==> config.mk <==
export PLATFORM = sky130hd
export DESIGN_NAME = serial_deframer
export DESIGN_NICKNAME = d
export VERILOG_FILES = /design/src/rtl/serial_deframer_pkg.sv /design/src/rtl/serial_deframer_sync.sv /design/src/rtl/serial_deframer.sv
export SDC_FILE = /design/constraint.sdc
export NUM_CORES = 1
export LEC_CHECK = 0
export ABC_AREA = 0
export BUFFER_PORTS_ARGS = -buffer_cell sky130_fd_sc_hd__buf_2
export CORE_AREA = 5 5 56 58
export DETAILED_ROUTE_END_ITERATION = 8
export DIE_AREA = 0 0 61 63
export PLACE_DENSITY = 0.68
export SYNTH_ARGS = -nofsm -noshare
export SYNTH_HDL_FRONTEND = slang
export SYNTH_SLANG_ARGS = --single-unit
export TNS_END_PERCENT = 10
==> constraint.sdc <==
create_clock -name clk -period 1.77 [get_ports clk]
set_input_delay 0.177 -clock clk [delete_from_list [all_inputs] [get_ports clk]]
set_output_delay 0.177 -clock clk [all_outputs]
set_load 0.01 [all_outputs]
==> src/rtl/serial_deframer_pkg.sv <==
// serial_deframer_pkg: shared types and default constants for the serial deframer.
//   state_t   - FSM state encoding (PARITY only when DEFRAMER_PARITY_EN is defined)
//   DEF_*     - default word width, sync width, sync pattern, frame length
//   cnt_w()   - counter width for a range of n values (at least one bit)
package serial_deframer_pkg;

    localparam int unsigned DEF_WORD_W      = 8;
    localparam int unsigned DEF_SYNC_W      = 8;
    localparam logic [7:0]  DEF_SYNC_PAT    = 8'b1010_0101;
    localparam int unsigned DEF_FRAME_WORDS = 4;

`ifdef DEFRAMER_PARITY_EN
    typedef enum logic [1:0] {
        ST_HUNT   = 2'd0,
        ST_DATA   = 2'd1,
        ST_PARITY = 2'd2
    } state_t;
`else
    typedef enum logic [0:0] {
        ST_HUNT = 1'b0,
        ST_DATA = 1'b1
    } state_t;
`endif

    // Width needed to count 0..n-1; a range of one still gets one bit.
    function automatic int unsigned cnt_w(input int unsigned n);
        return (n > 1) ? $clog2(n) : 1;
    endfunction

endpackage

==> src/rtl/serial_deframer_sync.sv <==
// sync_detect: serial sync-pattern matcher.
//   clk, rst (async, active-low), clear (synchronous flush of the shift register),
//   in (serial bit), match (combinational: register including the current bit equals SYNC_PAT).
module sync_detect #(
    parameter int unsigned       SYNC_W   = 8,
    parameter logic [SYNC_W-1:0] SYNC_PAT = SYNC_W'(8'b1010_0101)
) (
    input  logic clk,
    input  logic rst,
    input  logic clear,
    input  logic in,
    output logic match
);

    logic [SYNC_W-1:0] sr_q;
    logic [SYNC_W-1:0] sr_next;

    // Oldest bit ends up in the MSB, matching the pattern's first-received-bit-in-MSB order.
    assign sr_next = {sr_q[SYNC_W-2:0], in};
    assign match   = (sr_next == SYNC_PAT);

    always_ff @(posedge clk or negedge rst) begin
        if (!rst) begin
            sr_q <= '0;
        end else if (clear) begin
            sr_q <= '0;
        end else begin
            sr_q <= sr_next;
        end
    end

endmodule

==> src/rtl/serial_deframer.sv <==
// serial_deframer: hunts for a sync pattern in a serial bit stream, then assembles
// FRAME_WORDS words of WORD_W bits (MSB first) and presents them with valid/ready.
// Optional feature macro: DEFRAMER_PARITY_EN (one even-parity bit after each word).
// Ports:
//   clk        - clock, rising edge
//   rst        - asynchronous active-low reset
//   in         - serial bit, one per clock
//   clr_err    - clears the sticky overflow flag
//   out_ready  - downstream accepts the presented word
//   out_data   - assembled word, first-received bit in MSB
//   out_valid  - out_data/out_last/out_perr valid
//   out_last   - word is the last of its frame
//   out_perr   - parity error on this word (0 without DEFRAMER_PARITY_EN)
//   overflow   - sticky: a completed word was dropped
//   locked     - FSM is outside HUNT
module serial_deframer
    import serial_deframer_pkg::*;
#(
    parameter int unsigned       WORD_W      = DEF_WORD_W,
    parameter int unsigned       SYNC_W      = DEF_SYNC_W,
    parameter logic [SYNC_W-1:0] SYNC_PAT    = SYNC_W'(DEF_SYNC_PAT),
    parameter int unsigned       FRAME_WORDS = DEF_FRAME_WORDS
) (
    input  logic              clk,
    input  logic              rst,
    input  logic              in,
    input  logic              clr_err,
    input  logic              out_ready,
    output logic [WORD_W-1:0] out_data,
    output logic              out_valid,
    output logic              out_last,
    output logic              out_perr,
    output logic              overflow,
    output logic              locked
);

    localparam int unsigned BIT_CW  = cnt_w(WORD_W);
    localparam int unsigned WORD_CW = cnt_w(FRAME_WORDS);

    state_t             state_q;
    state_t             state_d;
    logic [BIT_CW-1:0]  bit_cnt_q;
    logic [WORD_CW-1:0] word_cnt_q;
    logic [WORD_W-1:0]  word_q;

    logic               sync_clear;
    logic               sync_match;
    logic               bit_last_c;
    logic               word_last_c;
    logic [WORD_W-1:0]  shifted_c;
    logic               complete_c;
    logic [WORD_W-1:0]  cmp_data_c;
    logic               drop_c;
`ifdef DEFRAMER_PARITY_EN
    logic               cmp_perr_c;
`endif

    // Sync register is held flushed whenever we are locked, so HUNT always restarts clean.
    assign sync_clear = (state_q != ST_HUNT);

    sync_detect #(
        .SYNC_W   (SYNC_W),
        .SYNC_PAT (SYNC_PAT)
    ) u_sync (
        .clk   (clk),
        .rst   (rst),
        .clear (sync_clear),
        .in    (in),
        .match (sync_match)
    );

    assign bit_last_c  = (bit_cnt_q == BIT_CW'(WORD_W - 1));
    assign word_last_c = (word_cnt_q == WORD_CW'(FRAME_WORDS - 1));
    assign shifted_c   = {word_q[WORD_W-2:0], in};

    // State register.
    always_ff @(posedge clk or negedge rst) begin
        if (!rst) begin
            state_q <= ST_HUNT;
        end else begin
            state_q <= state_d;
        end
    end

    // Next-state logic.
    always_comb begin
        state_d = state_q;
        case (state_q)
            ST_HUNT: begin
                if (sync_match) begin
                    state_d = ST_DATA;
                end
            end
            ST_DATA: begin
                if (bit_last_c) begin
`ifdef DEFRAMER_PARITY_EN
                    state_d = ST_PARITY;
`else
                    state_d = word_last_c ? ST_HUNT : ST_DATA;
`endif
                end
            end
`ifdef DEFRAMER_PARITY_EN
            ST_PARITY: begin
                state_d = word_last_c ? ST_HUNT : ST_DATA;
            end
`endif
            default: begin
                state_d = ST_HUNT;
            end
        endcase
    end

    // Word-completion decode: which cycle finishes a word and what it carries.
    always_comb begin
        complete_c = 1'b0;
        cmp_data_c = shifted_c;
`ifdef DEFRAMER_PARITY_EN
        cmp_perr_c = 1'b0;
`endif
        case (state_q)
            ST_DATA: begin
`ifndef DEFRAMER_PARITY_EN
                complete_c = bit_last_c;
`endif
            end
`ifdef DEFRAMER_PARITY_EN
            ST_PARITY: begin
                complete_c = 1'b1;
                cmp_data_c = word_q;
                // Even parity: data ones plus parity bit must be even.
                cmp_perr_c = ^{word_q, in};
            end
`endif
            default: begin
            end
        endcase
    end

    // Bit/word counters and word shift register.
    always_ff @(posedge clk or negedge rst) begin
        if (!rst) begin
            bit_cnt_q  <= '0;
            word_cnt_q <= '0;
            word_q     <= '0;
        end else begin
            if (state_q == ST_HUNT) begin
                bit_cnt_q  <= '0;
                word_cnt_q <= '0;
                word_q     <= '0;
            end
            if (state_q == ST_DATA) begin
                word_q    <= shifted_c;
                bit_cnt_q <= bit_last_c ? '0 : bit_cnt_q + BIT_CW'(1);
            end
            if (complete_c) begin
                word_cnt_q <= word_last_c ? '0 : word_cnt_q + WORD_CW'(1);
            end
        end
    end

    // A completed word is dropped only if the held word is not leaving this same cycle.
    assign drop_c = complete_c && out_valid && !out_ready;

    // Output holding register and status flags.
    always_ff @(posedge clk or negedge rst) begin
        if (!rst) begin
            out_data  <= '0;
            out_valid <= 1'b0;
            out_last  <= 1'b0;
            overflow  <= 1'b0;
            locked    <= 1'b0;
        end else begin
            if (complete_c && !drop_c) begin
                out_data  <= cmp_data_c;
                out_last  <= word_last_c;
                out_valid <= 1'b1;
            end else if (out_ready) begin
                out_valid <= 1'b0;
            end
            if (drop_c) begin
                overflow <= 1'b1;
            end else if (clr_err) begin
                overflow <= 1'b0;
            end
            locked <= (state_d != ST_HUNT);
        end
    end

`ifdef DEFRAMER_PARITY_EN
    // Parity flag travels with the word it belongs to.
    always_ff @(posedge clk or negedge rst) begin
        if (!rst) begin
            out_perr <= 1'b0;
        end else if (complete_c && !drop_c) begin
            out_perr <= cmp_perr_c;
        end
    end
`else
    assign out_perr = 1'b0;
`endif

endmodule
==> results, run 1 <==
- The count of input and output buffers is 16.
- The worst reg2reg path depth is 5.
- The first-pass GRT wire length is a little over 3000 um.
- The internal portion of the total power is 0.00105 W.
- The number of optimization iterations in the first detailed-route pass is 3.
- In this run the horizontal extent of the chip is 61 um.
- In this run the power spent charging and discharging nets is approximately 0.00037 W.
- Summed over all cells, the static leakage comes to ~0.74 nW.
- The number of nets in the synthesized netlist is 88.
- The global-route total usage across every layer is 11.3%.
- The global placer's final weighted congestion is ~0.7.
- The number of CTS-inserted buffers is 5.
- The share of total power dissipated in the clock network is between 20% and 30%.
- The height of the die is about 63 um.
- The number of max-slew violations in the final report is 0.
- The via count of the first global-routing pass is around 690.
- Yosys mapped a number of flops with a built-in enable equal to 0.
- The DRC violation count after routing is 0.
- The core outline area is between 2000 and 3000 sq um.
- After the first detailed-routing iteration, the DRC count stood at 9.
- On the worst path, the slowest cell contributes a delay of between 0.3 and 0.4 ns.
- The transition time of the tightest slew-check pin is 0.664 ns.
- Entering global routing, the biggest net connects 32 pins.
- The number of placement rows is 19.
- Setup repair after global routing left no endpoint under its margin.
- The tree is rooted in a clkbuf_4.
- The final layout contains routed wiring with a total length of roughly 1800 um.
- The combinational share of power is 11.9%.
- The slowest library cell on the worst path is dfrtp_1.
- The detail route stage leaves a number of antenna-violating nets equal to 0.
- Data on the critical path arrives at its endpoint at roughly 1.8 ns.
- After routing, the total negative slack on setup checks comes to 0 ns.
- The share of synthesized area in the top cell type comes to 64.0%.
- By area the synthesized netlist is led by dfrtp_1, mux2_4, and2_1.
- The nature of the critical path endpoint is a flip-flop.
- The area overhead of the layout relative to synthesis is 13.6%.
- Of the available clock period, the critical path in the final layout requires 88.4%.
- In this run the worst path has a maximum fanout of 9.
- The share of power burned in registers is between 50% and 60%.
- Across all register-to-register paths, the minimum setup slack is between 0.2 and 0.25 ns.
- The most used cell along the critical path is ha_1.
- The layout has 222 filler cells.
- In the final routed layout, each cell accounts on average for about 14 um.
- The die area is roughly 3800 sq um.
- The path class of the lowest-slack min-delay path is in -> reg.
- For this run the aggregate overflow at the end of global routing stands at 0.
- At the end of the flow, the number of nets in the layout was 110.
- The critical path in this run is classified as reg -> reg.
- The most instantiated library cell after synthesis is dfrtp_1.
- The clock period could shrink to ~1.6 ns.
- Clock tree synthesis found a total of 31 sinks.
- The worst setup skew after layout is roughly 0.0051 ns.
- Detailed placement ended at an HPWL of about 1200 um.
- The Yosys step of the flow raised 0 warnings.
- The synthesized instance count is 80.
- The area occupied by multi-input gates is a little under 400 sq um.
- By count the netlist is led by dfrtp_1, and2_1, mux2_4.
- 18 I/O pins were placed.
- The count of different cell masters after synthesis is 23.
- Static timing analysis puts the maximum clock frequency at ~640 MHz.
- The tightest slew margin relative to the limit is 55.7%.
- No sink is reached through more buffers than the 2 on the longest clock path.
- The initial utilization of the core area, before any placement, comes to 46.3%.
- The sequential share of the synthesized area is 64.0%.
- Registers take around 780 sq um.
- The maximum level of the CTS H-tree is 2.
- Setup violations remaining at the end of the flow were counted as 0.
- The worst setup path is launched from a flip-flop.
- The clock-pin slew of the registers on the worst-case setup and hold paths is 0.09 ns.
- The initial antenna violation count was 0.
- The number of cells after detailed placement is between 100 and 150.
- TritonCTS built the clock tree.
- The most instantiated flip-flop cell in the synthesis netlist is dfrtp_1.
- For the worst-skew pair, the clock arrives at the later sink with an insertion delay of ~0.33 ns.
- The dominant cell type by area after synthesis is dfrtp_1.
- 0 antenna diodes ended up in the layout.
- The synthesized netlist occupies a cell area of 1210 sq um.
- The post-synthesis register bit count is 31.
- The detailed-route via count is around 650.
- The switching share of power is between 20% and 30%.
- Power spread over the standard cell area amounts to between 1000 and 1500 nW/um^2.
- The final count of hold timing violations is 0.
- Dividing the synthesized area by the synthesized cell count gives 15.1 sq um.
- The run finished with clean final reports.
- The worst hold path terminates at overflow$_DFFE_PN0P_.
- In the final layout, the share of cells above drive strength 1 is 37.3%.
- Walking the worst path, the cells encountered are ha_1, ha_1, nand2_2, nor2b_4, mux2_4.
- The start point of the worst min-delay path is clr_err.
- The startpoint identified for the worst register-to-register timing path is bit_cnt_q[0]$_DFF_PN0_.
- The endpoint identified for the worst register-to-register timing path is out_data[0]$_DFFE_PN0P_.
- STA puts the critical path data required time at around 2 ns.
- The per-cell via count in the routed design is between 4 and 5.
- The number of standard cells in the layout, taps in and fillers out is 133.
- The worst hold path was traced through 2 stages.
- The peak supply drop is between 0.7 and 0.8 mV.
- Max-cap violations in this run came to 0.
- Of all flip-flops after synthesis, the portion carrying an async set or reset was 100%.
## cell type report
cell class | instances | area share, %
clock buffers | 6 | 3.73
clock inverters | 1 | 0.364
inverters | 1 | 0.273
multi-input cells | 44 | 28.8
flip-flops and latches | 31 | 56.4
well taps | 31 | 2.82
repair buffers | 19 | 7.64
## through the flow
stage                     power (W)  instance area (sq um)  util, %  hold slack, ns  worst slack, ns
after CTS                   0.00144                   1380     52.6          0.0214            0.176
after global placement      0.00101                   1310     50.1           0.245            0.236
final                       0.00142                   1380     52.6          0.0377            0.206
after floorplan            0.000948                   1210        -          -0.119            0.278
after global routing        0.00149                   1380     52.6          0.0178           0.0972
after detailed placement    0.00102                   1310     50.1           0.251            0.200
## power groups by stage
stage	sequential [W]	clock [W]	combinational (W)
3_3_place_gp	0.000844	0	0.000166
4_1_cts	0.000833	0.000429	0.000175
3_5_place_dp	0.000846	0	0.000172
5_1_grt	0.000841	0.000459	0.000194
2_1_floorplan	0.000843	0	0.000105
6_report	0.000832	0.000417	0.000168
## how the worst max path moves through the flow
stage | startpoint | end | slack [ns] | cells after the start
after floorplan | bit_cnt_q[0]$_DFF_PN0_ | out_data[0]$_DFFE_PN0P_ | 0.28 | 6
after global placement | bit_cnt_q[0]$_DFF_PN0_ | out_data[0]$_DFFE_PN0P_ | 0.24 | 5
after detailed placement | bit_cnt_q[0]$_DFF_PN0_ | out_data[3]$_DFFE_PN0P_ | 0.20 | 5
after CTS | bit_cnt_q[0]$_DFF_PN0_ | out_data[0]$_DFFE_PN0P_ | 0.18 | 5
after global routing | bit_cnt_q[0]$_DFF_PN0_ | out_data[3]$_DFFE_PN0P_ | 0.1 | 5
final | bit_cnt_q[0]$_DFF_PN0_ | out_data[0]$_DFFE_PN0P_ | 0.21 | 5
## sequential cells by signal (all words and copies together), names as in the netlist
register / count
out_valid: 1
u_sync.sr_q: 7
out_last: 1
word_q: 7
locked: 1
bit_cnt_q: 3
word_cnt_q: 2
overflow: 1
out_data: 8
## critical path: cells and delay by family (launching register included)
kind / cells / cell delay (ns)
and+or+nand+nor: 2 / 0.44
adders and majority gates: 2 / 0.32
DFF: 1 / 0.36
muxes: 1 / 0.34
## logic make-up after synthesis
kind of cell / synth area share (%)
other: 0.310
muxes: 12.0
buffers and inverters: 3.20
DFF: 64.0
AOI/OAI and AO/OA: 2.38
adders and majority gates: 3.10
and+or+nand+nor: 15.0
## what timing repair did
item | 4_1_cts | 5_1_grt
hold buffers | 1 | 0
gates resized for setup | 0 | 0
hold endpoints to repair | 31 | 0
buffers inserted | 0 | 0
## placed cells by master (no fill, tap or decap), types with 2 or more instances in the layout
cell	instances
and2_1	9
buf_2	16
buf_4	2
clkbuf_4	5
dfrtp_1	31
ha_1	3
mux2_4	9
nor2b_1	8
nor3b_1	2
## per-layer routing
metal	track usage [%]	vias to the layer above	routed length, um	share of wire [%]
li1	-	308	-	-
met1	13.9	315	804	45
met2	15.8	17	807	45
met3	6.20	6	140	7.8
met4	5.69	0	51	2.8
met5	0	-	0	0
No activity file was read; power rests on OpenSTA's default activity.
==> run 2: changes to the inputs <==
Settings changed: PLACE_DENSITY 0.68 to 0.66.
==> run 2 against run 1 <==
  * Flip-flop and latch count did not move
  * Routed wire length is 1.9% higher
  * Cell area is 0.91% higher
  * Hold slack gained 0.0015 ns
  * Register-to-register slack about the same
  * First-iteration DRC count grew 100%
  * Combinational power barely moved
  * Critical path type unchanged
==> results, run 2 (synthesis results as in run 1) <==
- The required time at the worst-slack endpoint is 1.98 ns (about the same).
- The clock latency on the worst-skew pair came to 0.33 ns (about the same).
- The initial antenna violation count is 0 (unchanged).
- The total half-perimeter wirelength after legalization and detailed placement is 1250 um (+5.5%).
- The leakage dissipation was 0.743 nW (+0.60%).
- The total congestion overflow after global routing is 0 (unchanged).
- The combinational share of power is 11.5% (-0.4 points).
- The number of failing setup endpoints in the final timing report was 0 (unchanged).
- The via count of the first global-routing pass is 733 (+6.5%).
- The global-route total usage across every layer came to 12.4% (+1.1 points).
- The effective utilization at floorplan came to 46.3% (unchanged).
- The final layout net count came to 110 (unchanged).
- The clock-pin slew of the registers on the worst-case setup and hold paths is 0.09 ns (about the same).
- The flow ran to the end, and the final reports show no timing, DRC or antenna violations.
- The net switching power figure is 0.000360 W (-1.7%).
- The most used cell along the critical path is ha_1.
- The area overhead of the layout relative to synthesis is 14.7%.
- The worst reg2reg path depth is 5 (unchanged).
- The switching share of power is 24.6% (-1.2 points).
- The overall routed net length came to 1840 um (+1.9%).
- The number of setup buffers added after CTS was 0 (unchanged).
- The total of cells resized after clock tree synthesis was 0 (unchanged).
- The reported max-cap violation count was 0 (unchanged).
- In this run the critical register-to-register path is captured at out_data[2]$_DFFE_PN0P_.
- The critical path starts at bit_cnt_q[0]$_DFF_PN0_.
- The core outline area is 2620 sq um (unchanged).
- Setup repair after global routing left no endpoint under its margin.
- The sequential cell area in the final layout is 776 sq um (unchanged).
- The final routed wire length divided by cell count is 13.7 um (+1.2%).
- The instance area after placement is 1310 sq um (unchanged).
- TritonCTS built the clock tree.
- The area occupied by multi-input gates is 397 sq um (unchanged).
- The top achievable clock speed is 636 MHz (-0.52%).
- Ranked by flip-flop count, first place goes to out_data.
- The per-cell via count in the routed design came to 4.83 (-0.59%).
- Leaving out fill and tap cells, the most frequent cell in the layout is dfrtp_1.
- The share of the core filled with cells is 53.1% (+0.48 points).
- The peak supply drop is 0.770 mV (-1.5%).
- The design internal power was 0.00110 W (+4.7%).
- The placement-stage worst setup slack is 0.198 ns (-0.00236 ns).
- The startpoint identified for the worst register-to-register timing path is bit_cnt_q[0]$_DFF_PN0_.
- The share of power burned in registers is 56.9% (-1.8 points).
- The clock share of power is 31.6% (+2.2 points).
- The tree is rooted in a clkbuf_4.
- The tightest slew margin relative to the limit is 56.5% (+0.73 points).
- The share of cells above drive strength 1 is 36.9% (-0.36 points).
- The global placer's final weighted congestion is 0.681 (-3.1%).
- The final worst setup slack was 0.198 ns (-0.00818 ns).
- Leaving out fill and tap cells, the most frequent cells in the layout are dfrtp_1, buf_2, and2_1, mux2_4, nor2b_1.
- The destination of the critical timing path is out_data[2]$_DFFE_PN0P_.
- The number of CTS-inserted buffers is 5 (unchanged).
- The maximum level of the CTS H-tree was 2 (unchanged).
- The deepest clock path buffer count came to 2 (unchanged).
- The setup slack of the most critical reg-to-reg path was 0.20 ns (about the same).
- The worst setup skew after layout came to 0.00886 ns (+0.00376 ns).
- The total buffers and inverters traversed by the critical path is 0 (unchanged).
- The DRC violation count after routing is 0 (unchanged).
- The nature of the critical path endpoint is a flip-flop.
- The first-pass GRT wire length is 3340 um (+8.3%).
- The die area is 3840 sq um (unchanged).
- The height of the die was 63 um (unchanged).
- The count of clock tree sinks is 31 (unchanged).
- The final instance area was 1390 sq um (+0.91%).
- The initial DRC count is 18 (+9).
- The critical path goes through ha_1, ha_1, nand2_2, nor2b_4, mux2_4.
- The shortest period the worst path allows is 1.57 ns (+0.00818 ns).
- The depth of the critical timing path with buffers and inverters included is 5 (unchanged).
- The worst hold slack is 0.0392 ns (+0.00153 ns).
- The arrival time of the worst setup path came to 1.78 ns (about the same).
- The die span in x was 61 um (unchanged).
- The total negative slack for setup checks is 0 ns (unchanged).
- The number of placement rows is 19 (unchanged).
- The tightest min-delay check is of the in -> reg type.
- STA classifies the critical path startpoint as a flip-flop.
- The power per unit of standard cell area is 1050 nW/um^2 (+2.1%).
- The transition time of the tightest slew-check pin came to 0.653 ns (-0.0110 ns).
- The number of routed nets with antenna violations is 0 (unchanged).
- The flip-flop count of the largest register after layout is 8 (unchanged).
- The largest registers in the layout are out_data x8, u_sync.sr_q x7, word_q x7.
- On the critical path, the stage with the largest delay is an instance of dfrtp_1.
- The count of input and output buffers is 16 (unchanged).
- Broken down by cell family, the worst path's largest delay share belongs to simple AND/OR/NAND/NOR gates.
- The number of antenna diodes is 0 (unchanged).
- The detailed-route via count is 647 (+0.15%).
- The maximum net fanout on the critical path is 9 (unchanged).
- The total I/O pin count is 18 (unchanged).
- The final count of hold timing violations came to 0 (unchanged).
- The number of optimization iterations in the first detailed-route pass was 4 (+1).
- The delay of the slowest cell on the worst path was 0.36 ns (about the same).
- The final critical-path share of the clock period came to 88.8% (+0.46 points).
- The number of max-slew violations in the final report came to 0 (unchanged).
- The critical path in this run is classified as reg -> reg.
- The largest net degree at the start of global routing is 32 (unchanged).
- The count of filler cells inserted in the layout is 231 (+4.1%).
run 2: power groups by stage:
| stage | combinational [W] | clock [W] | sequential, W |
|---|---|---|---|
| 3_5_place_dp | 0.000172 | 0 | 0.000846 |
| 5_1_grt | 0.000196 | 0.000514 | 0.000846 |
| 3_3_place_gp | 0.000166 | 0 | 0.000845 |
| 2_1_floorplan | 0.000105 | 0 | 0.000843 |
| 6_report | 0.000168 | 0.000461 | 0.000831 |
| 4_1_cts | 0.000175 | 0.000480 | 0.000832 |
run 2: worst min path at each step:
stage	to	cells past startpoint	start
after global routing	overflow$_DFFE_PN0P_	2	clr_err
after floorplan	bit_cnt_q[0]$_DFF_PN0_	0	rst
after global placement	overflow$_DFFE_PN0P_	1	rst
after CTS	overflow$_DFFE_PN0P_	2	clr_err
after detailed placement	out_valid$_DFFE_PN0P_	1	rst
final	overflow$_DFFE_PN0P_	2	clr_err
run 2: repair_timing:
item / 4_1_cts / 5_1_grt
endpoints found under the setup margin: 0 / 0
hold endpoints to repair: 31 / 0
hold buffers: 1 / 0
run 2: layout make-up:
| class | instances | share of cell area [%] |
|---|---|---|
| clock buffer | 8 | 4.95 |
| inverter | 1 | 0.270 |
| multi-input combinational | 44 | 28.6 |
| sequential | 31 | 55.9 |
| tap | 31 | 2.79 |
| timing repair buffer | 19 | 7.57 |
run 2: per-stage QoR:
| stage | instances | total power (W) |
|---|---|---|
| floorplan | 80 | 0.000948 |
| global placement | 125 | 0.00101 |
| detailed placement | 125 | 0.00102 |
| CTS | 134 | 0.00149 |
| global route | 134 | 0.00156 |
| finish | 134 | 0.00146 |
run 2: metal layers:
metal | vias up | global-route usage [%] | part of all wire (%)
met5 | - | 0 | 0
met4 | 0 | 7.32 | 2.8
met3 | 5 | 5.79 | 5.7
met2 | 17 | 18.0 | 45
met1 | 317 | 14.6 | 46
li1 | 308 | - | -
